File: src/rtl/alu_pkg.sv
// Shared definitions for the ALU result path: FP32 field positions,
// IEEE-754 class encodings, sticky flag bit positions and entry types.
package alu_pkg;

    // IEEE-754 class encodings reported on out_class
    localparam logic [2:0] CLS_ZERO   = 3'd0;
    localparam logic [2:0] CLS_SUB    = 3'd1;
    localparam logic [2:0] CLS_NORMAL = 3'd2;
    localparam logic [2:0] CLS_INF    = 3'd3;
    localparam logic [2:0] CLS_NAN    = 3'd4;

    // FP32 field boundaries
    localparam int EXP_MSB = 30;
    localparam int EXP_LSB = 23;
    localparam int MAN_MSB = 22;

    localparam logic [7:0] EXP_MAX = 8'hFF;

    // Bit positions inside the sticky flag vector
    localparam int STK_ZERO = 0;
    localparam int STK_SUB  = 1;
    localparam int STK_INF  = 2;
    localparam int STK_NAN  = 3;

    // One FIFO entry: captured result, its opcode and its class
    typedef struct packed {
        logic [31:0] data;
        logic [2:0]  op;
        logic [2:0]  cls;
    } entry_t;

    // One stage of the issue-tracking pipeline
    typedef struct packed {
        logic       vld;
        logic [2:0] op;
    } tag_t;

    // Map a class to the sticky bit it sets; normal values set nothing
    function automatic logic [3:0] cls_to_sticky(input logic [2:0] cls);
        logic [3:0] bits;
        bits = 4'b0000;
        case (cls)
            CLS_ZERO: bits[STK_ZERO] = 1'b1;
            CLS_SUB:  bits[STK_SUB]  = 1'b1;
            CLS_INF:  bits[STK_INF]  = 1'b1;
            CLS_NAN:  bits[STK_NAN]  = 1'b1;
            default:  bits = 4'b0000;
        endcase
        return bits;
    endfunction

endpackage

File: src/rtl/fp32_classify.sv
// Combinational IEEE-754 single-precision classifier. The sign bit is
// ignored, so -0 is zero and -inf is inf.
module fp32_classify
    import alu_pkg::*;
(
    input  logic [31:0] value,
    output logic [2:0]  cls
);

    logic [7:0]  exp_s;
    logic [22:0] man_s;
    logic        unused_sign_s;

    assign exp_s         = value[EXP_MSB:EXP_LSB];
    assign man_s         = value[MAN_MSB:0];
    assign unused_sign_s = value[31];

    // Decode exponent/mantissa into one of the five classes
    always_comb begin
        cls = CLS_NORMAL;
        if (exp_s == 8'h00) begin
            if (man_s == 23'h000000) begin
                cls = CLS_ZERO;
            end else begin
                cls = CLS_SUB;
            end
        end else if (exp_s == EXP_MAX) begin
            if (man_s == 23'h000000) begin
                cls = CLS_INF;
            end else begin
                cls = CLS_NAN;
            end
        end else begin
            cls = CLS_NORMAL;
        end
    end

endmodule

File: src/rtl/alu_result_collector.sv
// Follows each ALU issue through the fixed ALU latency, captures and
// classifies the result, and queues it in a show-ahead FIFO. Also keeps
// sticky class flags and a saturating count of results lost to a full FIFO.
module alu_result_collector
    import alu_pkg::*;
#(
    parameter int ALU_LAT = 2,
    parameter int DEPTH   = 4
) (
    input  logic                       clk,
    input  logic                       rst,
    input  logic                       issue_valid,
    input  logic [2:0]                 issue_op,
    input  logic [31:0]                alu_o,
    output logic                       out_valid,
    input  logic                       out_ready,
    output logic [31:0]                out_data,
    output logic [2:0]                 out_op,
    output logic [2:0]                 out_class,
    output logic [$clog2(DEPTH+1)-1:0] count,
    output logic [3:0]                 sticky,
    input  logic                       flag_clr,
    output logic [7:0]                 drop_cnt
);

    localparam int CNT_W = $clog2(DEPTH+1);
    localparam int PTR_W = $clog2(DEPTH);

    tag_t             tag_q [ALU_LAT];
    tag_t             tag_d [ALU_LAT];
    tag_t             tail_s;

    entry_t           mem_q [DEPTH];
    entry_t           wr_entry_s;
    entry_t           head_s;

    logic [PTR_W-1:0] wr_ptr_q, wr_ptr_d;
    logic [PTR_W-1:0] rd_ptr_q, rd_ptr_d;
    logic [CNT_W-1:0] count_q, count_d;
    logic [3:0]       sticky_q, sticky_d;
    logic [7:0]       drop_cnt_q, drop_cnt_d;

    logic [2:0]       cap_cls_s;
    logic             full_s;
    logic             pop_s;
    logic             push_s;
    logic             drop_s;
    logic [3:0]       sticky_set_s;

    fp32_classify u_classify (
        .value (alu_o),
        .cls   (cap_cls_s)
    );

    assign tail_s     = tag_q[ALU_LAT-1];
    assign wr_entry_s = '{data: alu_o, op: tail_s.op, cls: cap_cls_s};

    // Shift the issue tag one stage per cycle; stage 0 samples the issue port
    always_comb begin
        tag_d[0].vld = issue_valid;
        tag_d[0].op  = issue_op;
        for (int i = 1; i < ALU_LAT; i++) begin
            tag_d[i] = tag_q[i-1];
        end
    end

    // Push/pop/drop decisions and next-state for pointers, count and flags
    always_comb begin
        full_s = (count_q == CNT_W'(DEPTH));
        pop_s  = (count_q != {CNT_W{1'b0}}) && out_ready;
        // A pop frees the slot that a capture on a full FIFO writes into
        push_s = tail_s.vld && (!full_s || pop_s);
        drop_s = tail_s.vld && full_s && !pop_s;

        case ({push_s, pop_s})
            2'b10:   count_d = count_q + CNT_W'(1);
            2'b01:   count_d = count_q - CNT_W'(1);
            default: count_d = count_q;
        endcase

        if (push_s) begin
            wr_ptr_d = wr_ptr_q + PTR_W'(1);
        end else begin
            wr_ptr_d = wr_ptr_q;
        end

        if (pop_s) begin
            rd_ptr_d = rd_ptr_q + PTR_W'(1);
        end else begin
            rd_ptr_d = rd_ptr_q;
        end

        if (drop_s && (drop_cnt_q != 8'hFF)) begin
            drop_cnt_d = drop_cnt_q + 8'd1;
        end else begin
            drop_cnt_d = drop_cnt_q;
        end

        // Dropped results still flag their class
        if (tail_s.vld) begin
            sticky_set_s = cls_to_sticky(cap_cls_s);
        end else begin
            sticky_set_s = 4'b0000;
        end

        // Clear first, then OR in new events so a coincident set survives
        if (flag_clr) begin
            sticky_d = sticky_set_s;
        end else begin
            sticky_d = sticky_q | sticky_set_s;
        end
    end

    // Control state registers with synchronous reset
    always_ff @(posedge clk) begin
        if (rst) begin
            for (int i = 0; i < ALU_LAT; i++) begin
                tag_q[i] <= '{vld: 1'b0, op: 3'b000};
            end
            wr_ptr_q   <= {PTR_W{1'b0}};
            rd_ptr_q   <= {PTR_W{1'b0}};
            count_q    <= {CNT_W{1'b0}};
            sticky_q   <= 4'b0000;
            drop_cnt_q <= 8'h00;
        end else begin
            for (int i = 0; i < ALU_LAT; i++) begin
                tag_q[i] <= tag_d[i];
            end
            wr_ptr_q   <= wr_ptr_d;
            rd_ptr_q   <= rd_ptr_d;
            count_q    <= count_d;
            sticky_q   <= sticky_d;
            drop_cnt_q <= drop_cnt_d;
        end
    end

    // FIFO storage; contents need no reset because reads are gated by count
    always_ff @(posedge clk) begin
        if (push_s && !rst) begin
            mem_q[wr_ptr_q] <= wr_entry_s;
        end
    end

    // Show-ahead head, forced to zero while the FIFO is empty
    always_comb begin
        head_s    = mem_q[rd_ptr_q];
        out_valid = (count_q != {CNT_W{1'b0}});
        if (out_valid) begin
            out_data  = head_s.data;
            out_op    = head_s.op;
            out_class = head_s.cls;
        end else begin
            out_data  = 32'h00000000;
            out_op    = 3'b000;
            out_class = 3'b000;
        end
    end

    assign count    = count_q;
    assign sticky   = sticky_q;
    assign drop_cnt = drop_cnt_q;

endmodule

File: config.mk
export PLATFORM = sky130hd
export DESIGN_NAME = alu_result_collector
export DESIGN_NICKNAME = d
export VERILOG_FILES = /design/src/rtl/alu_pkg.sv /design/src/rtl/fp32_classify.sv /design/src/rtl/alu_result_collector.sv
export SDC_FILE = /design/constraint.sdc
export NUM_CORES = 1
export LEC_CHECK = 0
export BUFFER_PORTS_ARGS = -buffer_cell sky130_fd_sc_hd__buf_2
export CORE_UTILIZATION = 55
export CTS_CLUSTER_DIAMETER = 50
export DETAILED_ROUTE_END_ITERATION = 8
export PLACE_DENSITY_LB_ADDON = 0.3
export REMOVE_ABC_BUFFERS = 1
export SLEW_MARGIN = 0
export SYNTH_ARGS = -nofsm -noshare
export SYNTH_HDL_FRONTEND = slang
export SYNTH_SLANG_ARGS = --single-unit
File: constraint.sdc
create_clock -name clk -period 2.93 [get_ports clk]
set_input_delay 0.293 -clock clk [delete_from_list [all_inputs] [get_ports clk]]
set_output_delay 0.293 -clock clk [all_outputs]
set_load 0.02 [all_outputs]
# --- Yosys cells after proc, flatten, opt, wreduce, memory -nomap -nowiden ---
# Memory sizes are Yosys's and may differ from the RTL's. A register that Yosys moved wholly into a read port is not among the register bits.
# Cells that the tools add are included.
totals:
  reg_bits: 19
  mem_bits_rw: 160
  inputBits: 40
  wordCells: 61
  memories: 2
op_classes:
  n_addsub: 5
  n_eq_ne: 8
  mux: 23
  n_bitwise: 3
  n_reduce_logical: 15
mem_list:
  columns: ["name", "depth", "word_bits", "rd", "rd_clocked_by_memory_dff", "write_ports", "line_no", "text"]
  rows:
  - ["mem_q", 4, 38, 1, 1, 1, "alu_result_collector.sv:33", "entry_t mem_q [DEPTH];"]
  - ["tag_q", 2, 4, 2, 0, 2, "alu_result_collector.sv:29", "tag_t tag_q [ALU_LAT];"]
op_table:
  columns: ["cell", "n"]
  rows:
  - ["32-bit two-way mux", 1]
  - ["23-bit logical NOT", 1]
  - ["4-bit two-way mux", 4]
  - ["3-bit two-way mux", 5]
  - ["1-bit two-way mux", 10]
  - ["8-bit by 1-bit adder with 8-bit output (second input constant)", 1]
  - ["8-bit equality test (second input constant)", 1]
  - ["8-bit logical NOT", 1]
  - ["8-bit inequality test (second input constant)", 1]
  - ["3-bit equality test (second input constant)", 2]
  - ["1-bit logical AND", 6]
  - ["3-bit one-hot mux with 2 select lines", 1]
  - ["2-bit by 1-bit adder with 2-bit output (second input constant)", 2]
  - ["2-bit two-way mux", 2]
  - ["4-bit OR", 1]
  - ["3-bit by 1-bit adder with 3-bit output (second input constant)", 1]
  - ["3-bit by 1-bit equality test with 1-bit output (second input constant)", 1]
  - ["3-bit by 2-bit equality test with 1-bit output (second input constant)", 1]
  - ["1-bit logical NOT", 3]
  - ["3-bit logical NOT", 1]
  - ["3-bit nonzero test", 1]
  - ["3-bit by 1-bit subtractor with 3-bit output (second input constant)", 1]
  - ["2-bit by 1-bit equality test with 1-bit output (second input constant)", 1]
  - ["2-bit equality test (second input constant)", 1]
  - ["3 further kinds", 4]

# --- Depth between registers and ports, before layout ---
logic_depth:
  word_depth: 9
  depth_mapped: 9
  ltp_nobuf: 8

# --- Hierarchy ---
# From an unflattened synthesis, not the netlist that was laid out.
unflattened:
  hier_cells: 383
  area_unflattened_um2: 7036.7
by_module_without_submodules:
  columns: ["module", "n_inst", "cells_each", "area_per_inst_um2", "seq_area_each_um2"]
  rows:
  - ["alu_result_collector", 1, 365, 6921.6, 5144.9]
  - ["fp32_classify", 1, 18, 115.1, 0.0]

# --- Worst setup path before layout ---
# Ideal clock, no wire load.
synth_timing:
  kind: "flip-flop to flip-flop"
  startpoint: "register count_q[0] (netlist: count[0])"
  endpoint: "memory mem_q[0][0] (netlist name) (enable)"
  setup_ps: 399
  arrival_time_ps: 1978
  required_ps: 2531
  setup_slack_ps: 553
  stages_incl_launch_ff: 6
  path_cell_list: "dfxtp_1 buf_6 nor4b_4 nand2b_1 nor2_1 and2_1"
synth_via:
  elab_chain_cells: 7
  elab_cells_between_ends: 9
  cone_classes: "eq/ne: 1; mux: 2; reduce/logical: 6"
synth_lines:
  columns: ["item", "line_no", "text"]
  rows:
  - ["start, declared", "alu_result_collector.sv:39", "logic [CNT_W-1:0] count_q, count_d;"]
  - ["start signal, assigned", "alu_result_collector.sv:122", "count_q <= {CNT_W{1'b0}};"]
  - ["start signal, assigned", "alu_result_collector.sv:131", "count_q <= count_d;"]
  - ["3-bit equality test / 3-bit nonzero test (equally long branches)", "alu_result_collector.sv:69, alu_result_collector.sv:70", null]
  - ["1-bit logical NOT / 1-bit logical AND (equally long branches)", "alu_result_collector.sv:72, alu_result_collector.sv:70", null]
  - ["1-bit logical OR *", "alu_result_collector.sv:72", "push_s = tail_s.vld && (!full_s || pop_s);"]
  - ["1-bit logical AND *", "alu_result_collector.sv:72", null]
  - ["1-bit logical AND *", "alu_result_collector.sv:139", "if (push_s && !rst) begin"]
  - ["1-bit two-way mux *", "alu_result_collector.sv:139", null]
  - ["1-bit two-way mux (implied by the code) *", "alu_result_collector.sv:140", "mem_q[wr_ptr_q] <= wr_entry_s;"]
  - ["end, declared", "alu_result_collector.sv:33", null]
# Every way passes the cells marked *; elsewhere a longest branch is shown, timed or not.

==> results.yml <==
floorplan:
  placementRows: 41
  core_um2: 12600
  initial_core_util_pct: 56.3
  die_x_um: 116
  fp.dieH_um: 116
  die_area_um2: 13400
  pin_count: 94
synth:
  syn_area_um2: 7100
  syn_inst: 392
  synth_xor_area_share_pct: 0.863
  async_reset_ff_share_pct: 0
  synth_edf_count: 152
  muxShareOfSynthArea_pct: 12.5
  ys_seq_elements: 181
  syn-mean-instance-area_um2: 18.1
  ys_warn_count: 0
  synth-seq-area-share_pct: 72.4
  synth_top_area_share_pct: 64.3
  synth_ff_type: "edfxtp_1"
  synth-simple-area-share_pct: 9.21
  synth_top_family_by_area: "multiplexers"
  ys_types: 45
  synth_compound_area_share_pct: 2.34
  synth_top_cell_by_area: "edfxtp_1"
  yosys.area_share.adder_pct: 1.16
  synthTopCellsByArea: "edfxtp_1 (64%), mux4_2 (12%), dfxtp_1 (8.2%), and2_1 (3.7%), ha_1 (0.88%)"
route:
  drt_drc_violations_left: 0
  wl_met3_um: 811
  num_vias: 3809
  wl_met2_um: 6380
  dr.pass1.iters: 4
  routedWlPerCell_um: 18.9
  ant_nets: 0
  dr.max_layer_used: "met4"
  wirelength_um: 12900
  drt-met1-wl_um: 5420
  routed_via_density: 5.58
  first_iter_violations: 243
setup_path:
  critical_path.max_fanout: 26
  cp-end-kind: "output port"
  critPathRequiredTime_ns: 2.64
  crit_arrival_ns: 2.13
  critPathKind: "flip-flop to output port"
  cp-start-kind: "flip-flop"
timing:
  max_freq_mhz: 412
  slew-limit-headroom_pct: 34.1
  rsz0062_at_grt: "false"
  finalSetupTns_ns: 0
  slew_violations: 0
  worst_pin_slew_ns: 0.989
  finalSetupViolCount: 0
  clock_skew_ns: 0.00478
  layout_min_cycle_time_ns: 2.43
  timing.final.crit_share_pct: 82.8
  hold_violations: 0
power:
  cellLeakagePower_nw: 2.93
  p_total_mw: 5.18
  seqPwrFrac_pct: 54.4
  internal_power_mw: 4.08
  netSwitchingPower_mw: 1.10
  peakVddDrop_mv: 0.337
  comb_power_share_pct: 5.6
  swShare_pct: 21.2
  clockPowerShare_pct: 39.9
  power_density_nw_per_um2: 621
grt:
  grtUsageTotal_pct: 21.4
  antenna_found_initial: 0
  grt_pass1_wl_um: 20600
  grt_pass1_vias: 3945
  grt_max_degree: 41
  grt_overflow: 0
clock_network:
  cts_tree: "yes"
  clk_latency_ns: 0.42
  post-cts-setup-buffer-count: 0
  path_clk_slew_ns: 0.06
  clockRootBuffer: "clkbuf_16"
  clockBufferDepth: 2
  numCtsBuffers: 17
  clock-sinks: 181
  cts.repair.resized: 0
  h-tree-depth: 4
  hold_buffers: 0
outcome:
  status: "complete, no violations"
finish:
  area_growth_pct: 17.4
  antennaDiodeCount: 0
  drive_above_1_share_pct: 36.2
  fin_cells: 683
  layout.nets: 544
placement:
  io_buffer_count: 93
  dp_cells: 651
  dp.final_hpwl_um: 8270
  place_congestion: 0.785
hold_path:
  hold_class: "input pin to flip-flop"
job:
  cap_violations: 0
kinds of logic (layout without fill, tap and decap cells):
| family | after synthesis | count (layout) |
|---|---|---|
| AOI/OAI and AO/OA | 23 | 23 |
| and+or+nand+nor | 109 | 109 |
| muxes | 41 | 41 |
| xor gates and xnor gates | 7 | 7 |
| adders and majority gates | 6 | 6 |
| buffers and inverters | 25 | 144 |
| DFF | 181 | 181 |
synthesized netlist by cell type (all sizes together), types with 2 or more instances:
| library cell | instances |
|---|---|
| xor2 | 6 |
| edfxtp | 152 |
| or4 | 2 |
| clkbuf | 11 |
| nor2 | 16 |
| ha | 5 |
| a21oi | 6 |
| inv | 7 |
| nand2 | 5 |
| o21ai | 4 |
| nor3b | 2 |
| nor2b | 8 |
| o211ai | 2 |
| nor4b | 2 |
| or3 | 4 |
| buf | 7 |
| nand3 | 4 |
| dfxtp | 29 |
| and3 | 2 |
| o32ai | 2 |
| mux4 | 38 |
| or2 | 3 |
| mux2i | 3 |
| nand2b | 2 |
| and2 | 42 |
| nand4 | 6 |
| nor4 | 7 |
| o31ai | 2 |
worst paths after layout:
kind,from,endpoint,slack [ns],depth (start not counted)
worst max-delay path,flip-flop,out_data[24],0.50,4
worst min-delay path,issue_op[1],tag_q[0][1],0.08,2
worst max register to register,count[0],count[2],0.58,8
worst min register to register,tag_q[0][0],tag_q[0][4],0.44,1
registers in the layout, summed over array words and instances, names as in the netlist, named ones only:
register	count
drop_cnt	8
mem_q	152
rd_ptr_q	2
tag_q	8
wr_ptr_q	2
count	3
sticky	4
cell type report:
type                            count  area [um^2]
Sequential cell                   181         5150
Fill cell                         910         4280
Multi-Input combinational cell    186         1860
Timing Repair Buffer              105          556
Clock buffer                       17          425
Tap cell                          172          215
Clock inverter                     15          116
Inverter                            7         26.3
layout by cell type (no fill, tap or decap), types with 2 or more instances in the layout:
| master | n |
|---|---|
| xor2_1 | 6 |
| inv_1 | 7 |
| mux2i_1 | 3 |
| buf_2 | 93 |
| and2_2 | 4 |
| nor2b_1 | 8 |
| o32ai_1 | 2 |
| clkbuf_16 | 17 |
| nand2_1 | 5 |
| nand2b_1 | 2 |
| nor2_1 | 16 |
| nor3b_1 | 2 |
| clkinv_2 | 6 |
| and2_1 | 38 |
| mux4_2 | 38 |
| a21oi_1 | 6 |
| o31ai_1 | 2 |
| nand3_1 | 4 |
| nand4_1 | 6 |
| nor4_1 | 7 |
| edfxtp_1 | 152 |
| or4_1 | 2 |
| clkinvlp_4 | 3 |
| o21ai_0 | 4 |
| or3_1 | 4 |
| clkinv_4 | 3 |
| ha_1 | 5 |
| clkinv_1 | 2 |
| dfxtp_2 | 2 |
| buf_4 | 12 |
| or2_2 | 3 |
| and3_1 | 2 |
| dfxtp_1 | 27 |
worst max-delay path: stages (launching register included):
cell and delay (ns):
dfxtp_2 0.33, buf_4 0.44, mux4_2 0.57, and2_1 0.20, buf_2 0.16
per-layer routing:
layer	track usage [%]	vias to the layer above
met2	34.2	133
met4	10.4	0
met5	0	-
li1	-	1749
met1	27.7	1909
met3	5.44	18
power by group through the flow:
stage          Clock [mW]  Sequential, mW  Combinational, mW
2_1_floorplan           0            2.89              0.151
3_3_place_gp            0            2.87              0.291
3_5_place_dp            0            2.88              0.298
4_1_cts              2.11            2.82              0.298
5_1_grt              2.21            2.82              0.323
6_report             2.07            2.82              0.292
stage by stage:
stage	instance area (um^2)	hold WS, ns	util (%)	worst slack (ns)
after floorplan	7020	0.362	-	0.0499
after global placement	7800	0.418	61.8	0.671
after detailed placement	7800	0.426	61.8	0.612
after CTS	8340	0.0644	66.1	0.447
after global routing	8340	0.0815	66.1	0.377
final	8340	0.0779	66.1	0.503
(Power assumes the default switching activity.)
